`src/rtl/dmux_pkg.sv`:
```
// Shared definitions for the dmux family: channel limits, error counter width
// and the select-width helper every variant uses to size its select port.
package dmux_pkg;

  localparam int MAX_CH    = 16;
  localparam int ERR_CNT_W = 8;

  function automatic int sel_width(input int n);
    return (n <= 2) ? 1 : $clog2(n);
  endfunction

endpackage

```
`src/rtl/dmux_slot.sv`:
```
// One-entry holding register for a single output channel of the stream demux.
module dmux_slot #(
  parameter int WIDTH = 8
) (
  input  logic             clk,
  input  logic             rst_n,
  input  logic             load,
  input  logic [WIDTH-1:0] din,
  input  logic             ready,
  output logic             valid,
  output logic [WIDTH-1:0] dout,
  output logic             free
);

  logic             vld_p0;
  logic [WIDTH-1:0] data_p0;

  // Stage p0: a load wins over a drain so a full slot refills without a bubble.
  always_ff @(posedge clk) begin
    if (!rst_n) begin
      vld_p0  <= 1'b0;
      data_p0 <= '0;
    end else if (load) begin
      vld_p0  <= 1'b1;
      data_p0 <= din;
    end else if (ready) begin
      vld_p0  <= 1'b0;
    end
  end

  assign valid = vld_p0;
  assign dout  = data_p0;
  assign free  = ~vld_p0 | ready;

endmodule

```
`src/rtl/dmux_stream.sv`:
```
// Registered 1-to-N stream demultiplexer with broadcast, per-channel
// backpressure and a saturating count of words dropped for bad selects.
module dmux_stream
  import dmux_pkg::*;
#(
  parameter int  WIDTH = 8,
  parameter int  N_CH  = 4,
  localparam int SEL_W = sel_width(N_CH)
) (
  input  logic                  clk,
  input  logic                  rst_n,
  input  logic [WIDTH-1:0]      in_data,
  input  logic [SEL_W-1:0]      in_sel,
  input  logic                  in_bcast,
  input  logic                  in_valid,
  output logic                  in_ready,
  output logic [N_CH*WIDTH-1:0] out_data,
  output logic [N_CH-1:0]       out_valid,
  input  logic [N_CH-1:0]       out_ready,
  output logic [ERR_CNT_W-1:0]  err_cnt,
  output logic                  err
);

  localparam int SEL_SPAN = 1 << SEL_W;

  logic [N_CH-1:0]      free;
  logic [N_CH-1:0]      load;
  logic [SEL_SPAN-1:0]  free_pad;
  logic                 in_range;
  logic                 accept;
  logic                 drop;
  logic [ERR_CNT_W-1:0] err_cnt_p0;
  logic                 err_p0;

  function automatic logic [ERR_CNT_W-1:0] sat_inc(input logic [ERR_CNT_W-1:0] v);
    return (&v) ? v : v + 1'b1;
  endfunction

  // Pad to the full select range so an out-of-range select never indexes past free.
  always_comb begin
    free_pad           = '0;
    free_pad[N_CH-1:0] = free;
  end

  assign in_range = (int'(in_sel) < N_CH);

  always_comb begin
    if (in_bcast)       in_ready = &free;
    else if (!in_range) in_ready = 1'b1;
    else                in_ready = free_pad[in_sel];
  end

  assign accept = in_valid & in_ready;
  assign drop   = accept & ~in_bcast & ~in_range;

  for (genvar k = 0; k < N_CH; k++) begin : g_ch
    assign load[k] = accept & (in_bcast | (in_sel == SEL_W'(k)));

    dmux_slot #(
      .WIDTH (WIDTH)
    ) u_slot (
      .clk   (clk),
      .rst_n (rst_n),
      .load  (load[k]),
      .din   (in_data),
      .ready (out_ready[k]),
      .valid (out_valid[k]),
      .dout  (out_data[k*WIDTH +: WIDTH]),
      .free  (free[k])
    );
  end

  // Stage p0: drop accounting.
  always_ff @(posedge clk) begin
    if (!rst_n) begin
      err_cnt_p0 <= '0;
      err_p0     <= 1'b0;
    end else if (drop) begin
      err_cnt_p0 <= sat_inc(err_cnt_p0);
      err_p0     <= 1'b1;
    end
  end

  assign err_cnt = err_cnt_p0;
  assign err     = err_p0;

endmodule

```
`config.mk`:
```
export PLATFORM = sky130hd
export DESIGN_NAME = dmux_stream
export DESIGN_NICKNAME = d
export VERILOG_FILES = /design/src/rtl/dmux_pkg.sv /design/src/rtl/dmux_slot.sv /design/src/rtl/dmux_stream.sv
export SDC_FILE = /design/constraint.sdc
export NUM_CORES = 1
export LEC_CHECK = 0
export CAP_MARGIN = 20
export CELL_PAD_IN_SITES_DETAIL_PLACEMENT = 1
export CELL_PAD_IN_SITES_GLOBAL_PLACEMENT = 2
export CORE_ASPECT_RATIO = 0.8
export CORE_MARGIN = 8
export CORE_UTILIZATION = 27
export CTS_CLUSTER_DIAMETER = 150
export DETAILED_ROUTE_END_ITERATION = 10
export PLACE_DENSITY_LB_ADDON = 0.05
export SETUP_SLACK_MARGIN = 0.1
export SYNTH_ARGS = -nofsm -noshare
export SYNTH_HDL_FRONTEND = slang
export SYNTH_SLANG_ARGS = --single-unit
```
`constraint.sdc`:
```
create_clock -name clk -period 2.79 [get_ports clk]
set_input_delay 0.558 -clock clk [delete_from_list [all_inputs] [get_ports clk]]
set_output_delay 0.558 -clock clk [all_outputs]
set_load 0.03 [all_outputs]
```
==> results.cfg <==
[status]
status = complete, no violations

[clocking]
postCtsHoldBufs = 0
clkTransAtPathRegs_ps = 70
cts_resized = 0
clk_path_buf_depth = 2
cts_max_level = 2
cts_buffers = 5
clock-root-buffer = clkbuf_8
post-cts-setup-buffers = 0
cts.sinks = 36
tritoncts = yes
clk_latency_ps = 290

[cells_and_area]
final_cell_mix = clkdlybuf4s50_1, nand2_1, dfxtp_1
final_cells = 293
fin_nets = 229
final_layout_size_suffix_gt1_share_pct = 11.8
fillCellCount = 687
n_antenna_cell = 0
area_delta_synth_final_pct = 39.2
stdcell_area_um2 = 2260
final_common_cell = clkdlybuf4s50_1
utilization_pct = 38.5

[power]
p_per_area_nw_per_um2 = 594
power_leakage_nw = 0.868
ir_worst_vdd_v = 0.000251

[critical_path]
endpoint_kind = output port
slowest_stage = clkdlybuf4s50_1
worstSetupStartpointType = input pin
cpLargestDelayFamily = buffers and inverters
path_max_fanout = 5
path_cells = clkdlybuf4s50_1 > o21ba_2 > o221ai_4 > nor3_1 > buf_4
slowest_delay_ps = 570
crit_buf_inv = 2
arrival_ps = 1940
cp.required_ps = 2230
critPathKind = input pin to output port

[timing]
period_share_pct = 89.7
finalCriticalPeriod_ps = 2500
max_freq_mhz = 400
hold_viol = 0
rsz0062_at_grt = false
slew_viol_final = 0
setup_tns_ps = 0
finalClockSkew_ps = 8.71
setup_viol = 0
hold_slack_ps = 460

[yosys]
synth.avg_cell_area_um2 = 10.2
netlist_instances = 159
synth.distinct_cells = 22
yosysWarnings = 0
yosysSeqAreaShare_pct = 44.3
syn_area_um2 = 1630
synth-seq-cells = 36

[grt]
grt-ovfl-total = 0
grt_pass1_vias = 1352
track_usage_pct = 10.3
antenna_found_initial = 0
grt_max_degree = 45
grt_pass1_wl_mm = 6.93

[floorplan]
coreArea_um2 = 5880
rows = 25
dieHeight_um = 85.4
design.die.area_um2 = 8780
die_w_um = 103
floorplan.initialDensity_pct = 27.7
num_io_pins = 64

[routing]
ant_nets = 0
avgRoutedWirePerCell_um = 15.2
drc = 0
wl_mm = 4.46
firstDrtPassIters = 4
via_per_inst = 4.32
drtIter0Drc = 50
via_count = 1265

[placed_design]
gp_congestion = 0.882
port_buffers = 54
post-place-cells = 285
dpl_cell_area_um2 = 2170
hpwl_mm = 3.27

[run]
cap_violations = 0

[min_path]
hold_class = flop to flop
## metal layers
layer  share of wire [%]  track usage, %  vias to the layer above
met2                  49            17.4                       43
met5                   0               0                        -
met1                  41            11.3                      606
met3                 9.2            4.33                        5
li1                    -               -                      611
met4                 1.0            3.54                        0
## sequential cells by signal, indices dropped and copies added, names as in the netlist
name,cells
g_ch.u_slot.dout,32
g_ch.u_slot.valid,4
## worst register-to-register path: cells and delay by family (launching register included)
kind / cells / cell delay (ps)
mux: 1 / 220
buf+inv: 1 / 260
compound gates: 1 / 280
flops: 1 / 320
simple gates: 2 / 390
## cells in the mapped netlist
library cell	n	area share (%)
nand2_1	41	9.5
dfxtp_1	36	44
mux2i_1	32	20
buf_4	13	6.0
clkbuf_1	5	1.2
buf_6	4	2.8
o21a_1	4	1.8
a221oi_2	3	2.8
nand2b_1	3	1.2
nor2b_1	3	1.2
a21oi_1	2	0.62
inv_1	2	0.46
nand2b_2	2	1.1
a211oi_2	1	0.77
conb_1	1	0.23
nand4_4	1	1.3
nand4bb_1	1	0.69
nor3_1	1	0.31
o211ai_4	1	1.3
o21ba_2	1	0.62
o221ai_4	1	1.6
or2b_4	1	0.69
## report_power, final
part	leakage, nW	total [W]	internal, W	switching, W
combinational	0.522	0.000384	0.000162	0.000222
sequential	0.296	0.000584	0.000559	0.0000249
clock	0.0510	0.000377	0.000197	0.000180
total	0.868	0.00135	0.000918	0.000427
## path summary, 6_finish.rpt
| path | start | to | slack, ps | cells after the start |
|---|---|---|---|---|
| max | in_sel[0] | in_ready | 290 | 5 |
| min | g_ch[0].u_slot.dout[7]$_SDFFE_PN0P_ | g_ch[0].u_slot.dout[7]$_SDFFE_PN0P_ | 460 | 2 |
| max reg2reg | g_ch[1].u_slot.valid$_SDFFE_PN0P_ | g_ch[3].u_slot.dout[2]$_SDFFE_PN0P_ | 1240 | 5 |
| min reg2reg | g_ch[0].u_slot.dout[7]$_SDFFE_PN0P_ | g_ch[0].u_slot.dout[7]$_SDFFE_PN0P_ | 460 | 2 |
## metrics by stage
stage	setup slack (ps)	total power (W)
2_1_floorplan	549	0.000852
3_3_place_gp	373	0.000977
3_5_place_dp	300	0.000986
4_1_cts	277	0.00138
5_1_grt	210	0.00142
6_report	288	0.00135
## cell families (layout without fill, tap and decap cells)
group | Yosys count | count (layout) | share of synthesized area [%]
AOI/OAI and AO/OA | 13 | 13 | 9.54
buffers and inverters | 24 | 69 | 10.4
DFF | 36 | 36 | 44.3
muxes | 32 | 32 | 19.7
other | 1 | 9 | 0.231
and+or+nand+nor | 53 | 53 | 15.8
## layout make-up
class,count,area (um2),share of cell area (%)
tap,81,101,4.48
inverter,2,7.51,0.331
clock inverter,2,10.0,0.442
clock buffer,6,82.6,3.65
timing repair buffer,59,576,25.4
multi-input combinational,107,767,33.9
sequential,36,721,31.8
Note: power is estimated with default switching activity, not from simulation.
